$ cat src/rtl/ram_bist_ctrl.sv
// Fill / read-back / compare self-test sequencer for a single-port synchronous RAM.
// RAM-facing outputs and status flags are registered and trail the FSM state by one cycle.
module ram_bist_ctrl #(
   parameter int ADDR_W = 6,
   parameter int DATA_W = 32
) (
   input  logic              Clk,
   input  logic              Reset,
   input  logic              Start,
   input  logic [1:0]        Mode,
   output logic              ram_we,
   output logic [ADDR_W-1:0] ram_addr,
   output logic [DATA_W-1:0] ram_din,
   input  logic [DATA_W-1:0] ram_dout,
   output logic              Busy,
   output logic              Done,
   output logic              Pass,
   output logic [ADDR_W:0]   Err_Count,
   output logic [ADDR_W-1:0] First_Err_Addr,
   output logic [2:0]        dbg_state
);

   typedef enum logic [2:0] {
      S_IDLE  = 3'd0,
      S_WRITE = 3'd1,
      S_READ  = 3'd2,
      S_DRAIN = 3'd3,
      S_DONE  = 3'd4
   } state_t;

   localparam logic [DATA_W-1:0] ONE   = DATA_W'(1);
   localparam logic [DATA_W-1:0] MASK3 = DATA_W'(32'hA5A5_5A5A);

   state_t              state;
   state_t              state_n;
   logic [ADDR_W-1:0]   cnt;
   logic [1:0]          mode_q;
   logic                last;
   logic                accept;
   logic                ram_rd;
   logic                rd_valid;
   logic [ADDR_W-1:0]   rd_addr_q;
   logic                miss;

   logic                we_n;
   logic [ADDR_W-1:0]   addr_n;
   logic [DATA_W-1:0]   din_n;
   logic                rd_n;
   logic                busy_n;
   logic                done_n;

   function automatic logic [DATA_W-1:0] pattern(input logic [1:0] m,
                                                 input logic [ADDR_W-1:0] a);
      logic [DATA_W-1:0] ax;
      ax = DATA_W'(a);
      case (m)
         2'd0:    pattern = ax;
         2'd1:    pattern = ~ax;
         2'd2:    pattern = ONE << a[4:0];
         default: pattern = MASK3 ^ ax;
      endcase
   endfunction

   // Start is a level request: taken in IDLE, or in DONE once Done has been
   // visible for a cycle. Busy covers the whole run; Done marks final results.
   assign accept    = Start && ((state == S_IDLE) || ((state == S_DONE) && Done));
   assign last      = (cnt == {ADDR_W{1'b1}});
   assign miss      = rd_valid && (ram_dout != pattern(mode_q, rd_addr_q));
   assign Pass      = Done && (Err_Count == '0);
   assign dbg_state = state;

   always_ff @(posedge Clk) begin
      if (Reset) state <= S_IDLE;
      else       state <= state_n;
   end

   always_comb begin
      state_n = state;
      case (state)
         S_IDLE,
         S_DONE:  if (accept) state_n = S_WRITE;
         S_WRITE: if (last)   state_n = S_READ;
         S_READ:  if (last)   state_n = S_DRAIN;
         S_DRAIN: state_n = S_DONE;
         default: state_n = S_IDLE;
      endcase
   end

   always_comb begin
      we_n   = 1'b0;
      addr_n = '0;
      din_n  = '0;
      rd_n   = 1'b0;
      busy_n = 1'b0;
      done_n = 1'b0;
      case (state)
         S_WRITE: begin
            we_n   = 1'b1;
            addr_n = cnt;
            din_n  = pattern(mode_q, cnt);
            busy_n = 1'b1;
         end
         S_READ: begin
            addr_n = cnt;
            rd_n   = 1'b1;
            busy_n = 1'b1;
         end
         S_DRAIN: busy_n = 1'b1;
         S_DONE:  done_n = ~accept;
         default: ;
      endcase
   end

   // Read data returns one cycle after the address, so the compare works on
   // a delayed copy of the address tagged with a valid flag.
   always_ff @(posedge Clk) begin
      if (Reset) begin
         ram_we         <= 1'b0;
         ram_addr       <= '0;
         ram_din        <= '0;
         Busy           <= 1'b0;
         Done           <= 1'b0;
         ram_rd         <= 1'b0;
         rd_valid       <= 1'b0;
         rd_addr_q      <= '0;
         cnt            <= '0;
         mode_q         <= 2'd0;
         Err_Count      <= '0;
         First_Err_Addr <= '0;
      end else begin
         ram_we    <= we_n;
         ram_addr  <= addr_n;
         ram_din   <= din_n;
         Busy      <= busy_n;
         Done      <= done_n;
         ram_rd    <= rd_n;
         rd_valid  <= ram_rd;
         rd_addr_q <= ram_addr;
         if (accept) begin
            mode_q         <= Mode;
            cnt            <= '0;
            Err_Count      <= '0;
            First_Err_Addr <= '0;
         end else begin
            if ((state == S_WRITE) || (state == S_READ)) cnt <= cnt + 1'b1;
            if (miss) begin
               Err_Count <= Err_Count + 1'b1;
               if (Err_Count == '0) First_Err_Addr <= rd_addr_q;
            end
         end
      end
   end

   a_we_only_when_busy: assert property (@(posedge Clk) disable iff (Reset) ram_we |-> Busy);

endmodule

$ cat config.mk
export PLATFORM = sky130hd
export DESIGN_NAME = ram_bist_ctrl
export DESIGN_NICKNAME = d
export VERILOG_FILES = /design/src/rtl/ram_bist_ctrl.sv
export SDC_FILE = /design/constraint.sdc
export NUM_CORES = 1
export LEC_CHECK = 0
export ABC_AREA = 1
export CAP_MARGIN = 20
export CORE_UTILIZATION = 54
export DETAILED_ROUTE_END_ITERATION = 10
export PLACE_DENSITY = 0.86
export SYNTH_ARGS = -nofsm -noshare
export SYNTH_HDL_FRONTEND = slang
export SYNTH_SLANG_ARGS = --single-unit
$ cat constraint.sdc
create_clock -name Clk -period 3.33 [get_ports Clk]
set_input_delay 0.8325 -clock Clk [delete_from_list [all_inputs] [get_ports Clk]]
set_output_delay 0.8325 -clock Clk [all_outputs]
set_load 0.01 [all_outputs]
## After elaboration in Yosys (flattened, before gate mapping)

Index checks and enable logic that the tools add are counted.

- Shifts and indexed selects: 2
- Bitwise gates (word level): 8
- Muxes and demuxes: 9
- Reductions and logical operators: 18
- Add/sub/neg operators: 2
- Equality and inequality tests: 11

Operators by type and width:

| cell | count |
|---|---|
| $pmux 32 s3 | 2 |
| $not 6->32 | 2 |
| $shl 1x5->32 const A | 2 |
| $ne 32x32->1 | 1 |
| $not 3->16 | 2 |
| $pmux 3 s4 | 1 |
| $reduce_or 2->1 | 6 |
| $mux 3 | 3 |
| $add 7x1->7 const B | 1 |
| $logic_not 7->1 | 1 |
| $add 6x1->6 const B | 1 |
| $eq 3x2->1 const B | 2 |
| $eq 6x6->1 const B | 1 |
| $ne 2x2->1 const B | 3 |
| $logic_and 1x1->1 | 4 |
| $not 1->1 | 4 |
| $eq 3x1->1 const B | 1 |
| $eq 3x3->1 const B | 1 |
| $logic_not 3->1 | 1 |
| $mux 1 | 3 |
| $reduce_and 3->1 | 1 |
| $reduce_or 3->1 | 1 |
| $eq 2x1->1 const B | 1 |
| $eq 2x2->1 const B | 1 |
| 3 further kinds | 4 |

- Word-level logic and storage cells: 63
- Input bits: 37
- Register bits: 73

## Depth between registers and ports, before layout

- Depth after elaboration: 6
- Mapped depth: 19
- Depth with buffers taken out: 16

## Worst setup path before layout

No wires, ideal clock.

- Kind: input -> register
- Start point: in Reset
- End point: reg cnt[5]
- Arrival time: 1.828 ns
- Required time: 3.207 ns
- Cell stages on the path: 6
- Path buffers: 1
- Setup time: 0.123 ns
- Setup slack: 1.379 ns
- Path through: clkbuf_1 -> inv_1 -> nand2_1 -> clkinv_1 -> o21ai_0 -> a21oi_1

- Cells in the longest elaborated chain, start to end: 1

Ends and longest elaborated chain:

| item | line | RTL |
|---|---|---|
| start: declaration | 8 | `input logic Reset,` |
| $reduce_or 2->1 (no line) | -- |  |
| end signal: assignment | 145 | `if ((state == S_WRITE) \|\| (state == S_READ)) cnt <= cnt + 1'b1;` |
| end: declaration | 36 | `logic [ADDR_W-1:0] cnt;` |

Every way passes these cells.
A chain may end at the register's enable or synchronous reset.

## Worst setup path after layout

- Start point: reg Err_Count[0]
- End point: out Pass

- Cells in the longest elaborated chain, start to end: 2

Ends and longest elaborated chain:

| item | line | RTL |
|---|---|---|
| start: declaration | 18 | `output logic [ADDR_W:0] Err_Count,` |
| start signal: assignment | 147 | `Err_Count <= Err_Count + 1'b1;` |
| $logic_not 7->1 | 69 | `assign Pass = Done && (Err_Count == '0);` |
| $logic_and 1x1->1 | 69 |  |
| end: declaration | 17 | `output logic Pass,` |

Every way passes these cells.

==> flow_summary.yaml <==
status:
  status: "completed"
route:
  drt_wl_total_um: 10400
  first_iter_violations: 258
  first_pass_iters: 5
  antenna_left: 0
  wire_per_inst_um: 13.1
  via_per_inst: 5.21
  vias: 4154
  drc: 0
worst_setup_path:
  cp.depth: 5
  r2r_start: "mode_q[0]$_SDFFE_PP0P_"
  cp_top_family: "buffers and inverters"
  crit_start: "Err_Count[0]$_SDFFE_PP0P_"
  endpoint: "Pass"
  r2r_cells: 14
  arrival_ps: 1680
  worstPathCellList: "inv_1, ha_1, nand4_1, nor2_1, clkdlybuf4s50_1"
  crit_required_ps: 2500
  r2r_end: "First_Err_Addr[3]$_SDFFE_PP0P_"
  r2r_slack_ps: 850
  slowest_delay_ps: 540
  slowest_stage: "clkdlybuf4s50_1"
  critPathCaptureType: "output port"
  critPathKind: "flip-flop to output port"
  crit_path_start_kind: "flip-flop"
  critPathBufInv: 2
  critPathMaxFanout: 5
grt:
  global_route.peak_usage_layer: "met2"
  grt_pass1_vias: 3805
  grt_pass1_wl_um: 16700
  use_met2_pct: 50.1
  antenna_found_initial: 0
  grt_max_degree: 33
  met3_usage_pct: 4.55
  use_met1_pct: 33.0
  grtUsageTotal_pct: 28.0
  gr-total-overflow: 0
sta:
  fmax_ghz: 0.397
  drv_slew: 0
  min_period_ps: 2520
  hold_viol_final: 0
  fin_skew_ps: 11.3
  setup_violations: 0
  maxSlewHeadroom_pct: 33.7
  worst_pin_slew_ps: 991
  rsz0062_at_grt: "false"
  finalCritPeriodShare_pct: 75.6
  setup_tns_ps: 0
pwr:
  power_frac_seq_pct: 39.1
  design_power_total_mw: 2.62
  p_clk_share_pct: 25.1
  leakage_nw: 2.24
  power.switching_uw: 969
  p_sw_share_pct: 37.0
  combPwrFrac_pct: 35.7
  power_density_nw_per_um2: 515
  intPower_mw: 1.65
  ir_drop_uv: 514
floorplan:
  ioPinCount: 95
  core_area_um2: 6910
  die-area_um2: 7640
  die_w_um: 87.4
  core.rowCount: 30
  start_util_pct: 57.0
  die_y_um: 87.4
cts:
  clock_path_buffers: 2
  cts_buffers: 9
  cts-htree-levels: 3
  clock_latency_ps: 350
  clk_pin_slew_ps: 70
  cts_root_buf: "clkbuf_8"
  cts_setup_buffers: 0
  cts-resized-gates: 0
  cts_tree: "done"
  cts_sinks: 73
  cts.hold.buffers_added: 0
place:
  place.gp.congestion: 0.968
  portBuffers: 94
  hpwl_um: 7890
synth:
  synth_edf_count: 0
  ys_types: 32
  postSynthNetCount: 657
  postSynthCellCount: 612
  avgSynthCellArea_um2: 6.43
  yosys_register_bits: 73
  ys_seq_area_share_pct: 37.1
  async_flop_share_pct: 0
  synth_warnings: 0
  synth_top_flop_cell: "dfxtp_1"
  synthesis.area_um2: 3940
finish:
  n_antenna_cell: 0
  syn_to_final_growth_pct: 29.1
  fin_nets: 742
  register_area_um2: 1460
  fill_cells: 588
  drive_gt1_share_pct: 4.70
  multiInputGateArea_um2: 2070
worst_hold_path:
  min_path_type: "flip-flop to flip-flop"
job:
  max_cap_violations: 0
-- routing by layer --
| layer | part of all wire (%) | wire, um | vias to the layer above |
|---|---|---|---|
| met2 | 50 | 5230 | 169 |
| met4 | 2.1 | 223 | 0 |
| met3 | 6.1 | 636 | 20 |
| met5 | 0 | 0 | - |
| met1 | 42 | 4340 | 1873 |
| li1 | - | - | 2092 |
-- worst min-delay path by stage --
stage                      start  cells past startpoint             endpoint
4_1_cts        ram_rd$_SDFF_PP0_                      2  rd_valid$_SDFF_PP0_
6_report       ram_rd$_SDFF_PP0_                      2  rd_valid$_SDFF_PP0_
2_1_floorplan  ram_rd$_SDFF_PP0_                      2  rd_valid$_SDFF_PP0_
3_5_place_dp   ram_rd$_SDFF_PP0_                      2  rd_valid$_SDFF_PP0_
5_1_grt        ram_rd$_SDFF_PP0_                      2  rd_valid$_SDFF_PP0_
3_3_place_gp   ram_rd$_SDFF_PP0_                      2  rd_valid$_SDFF_PP0_
-- layout make-up --
| class | count | share of cell area, % |
|---|---|---|
| repair buffers | 97 | 19.0 |
| inverters | 75 | 5.64 |
| well taps | 96 | 2.36 |
| flip-flops and latches | 73 | 28.7 |
| multi-input cells | 441 | 40.6 |
| clock inverters | 6 | 1.16 |
| clock buffers | 10 | 2.51 |
-- cell usage after synthesis (3+ instances only) --
cell type | n | area share (%)
nand3_1 | 42 | 5.3
buf_6 | 3 | 0.86
a21oi_1 | 43 | 5.5
nor2_1 | 98 | 9.3
dfxtp_1 | 73 | 37
ha_1 | 8 | 2.5
xnor2_1 | 3 | 0.67
nand2_1 | 168 | 16
o22ai_1 | 3 | 0.48
nor3_1 | 15 | 1.9
o21ai_0 | 17 | 2.2
clkbuf_1 | 9 | 0.86
a22oi_1 | 3 | 0.57
inv_1 | 68 | 6.5
clkinv_1 | 3 | 0.29
xor2_1 | 6 | 1.3
nand3b_1 | 14 | 2.7
nand4_1 | 5 | 0.79
buf_2 | 9 | 1.1
nor2_2 | 5 | 0.79
-- power groups by stage --
| stage | clock, mW | combinational [mW] | sequential, mW |
|---|---|---|---|
| floorplan | 0 | 0.635 | 1.04 |
| global placement | 0 | 0.901 | 1.04 |
| detailed placement | 0 | 0.919 | 1.04 |
| CTS | 0.667 | 0.927 | 1.02 |
| global route | 0.700 | 1.05 | 1.03 |
| finish | 0.658 | 0.935 | 1.02 |
-- worst reg2reg max path: stages (launching register included) --
cell     delay (ps)
dfxtp_1         340
inv_4           270
nand2_2         180
nor2_4          300
nand2_1         130
nand3_1          80
nand2_1          50
a21oi_1         130
nand3_1         110
nor2_2          180
nand3_4         180
nand3_2         210
nand2_1          80
nand2_1          80
nor2_1           50
-- state kept, by name, indices dropped and copies added, names as in the netlist --
register / count
rd_addr_q: 6
Done: 1
Err_Count: 7
mode_q: 2
ram_addr: 6
rd_valid: 1
ram_we: 1
First_Err_Addr: 6
ram_din: 32
cnt: 6
Busy: 1
dbg_state: 3
ram_rd: 1
-- logic make-up (layout without fill, tap and decap cells) --
| kind of cell | after synthesis | after routing | synth area share [%] |
|---|---|---|---|
| XOR/XNOR | 9 | 9 | 2.00 |
| flip-flops | 73 | 73 | 37.1 |
| buffers and inverters | 98 | 188 | 10.4 |
| AND/OR/NAND/NOR | 353 | 353 | 38.4 |
| adder cells (fa/ha/maj) | 8 | 8 | 2.54 |
| AO/OA/AOI/OAI | 71 | 71 | 9.50 |
-- layout by cell type (no fill, tap or decap), types with 2 or more instances in the layout --
master / count
nor3_1: 15
buf_4: 3
dfxtp_1: 73
nand4_1: 5
a21oi_1: 43
o21ai_0: 17
a22oi_1: 3
clkdlybuf4s50_1: 94
nor2_2: 5
nand3b_1: 14
nor2_1: 98
nand3_1: 42
o21ai_1: 2
inv_1: 68
xnor2_1: 3
inv_4: 2
xor2_1: 6
clkinv_2: 4
clkinv_1: 3
ha_1: 8
nand2_1: 168
nand2_2: 2
nand3_2: 2
o22ai_1: 3
inv_2: 2
clkbuf_8: 9
-- metrics by stage --
stage	cells	utilization [%]	setup slack (ps)	hold slack [ps]	instance area, um2
after floorplan	612	-	1380	388	3940
final	798	73.6	814	416	5080
after CTS	798	73.6	801	416	5080
after global routing	798	73.6	630	436	5080
after detailed placement	782	70.9	629	407	4900
after global placement	782	70.9	721	392	4900
No activity file was read; power rests on OpenSTA's default activity.
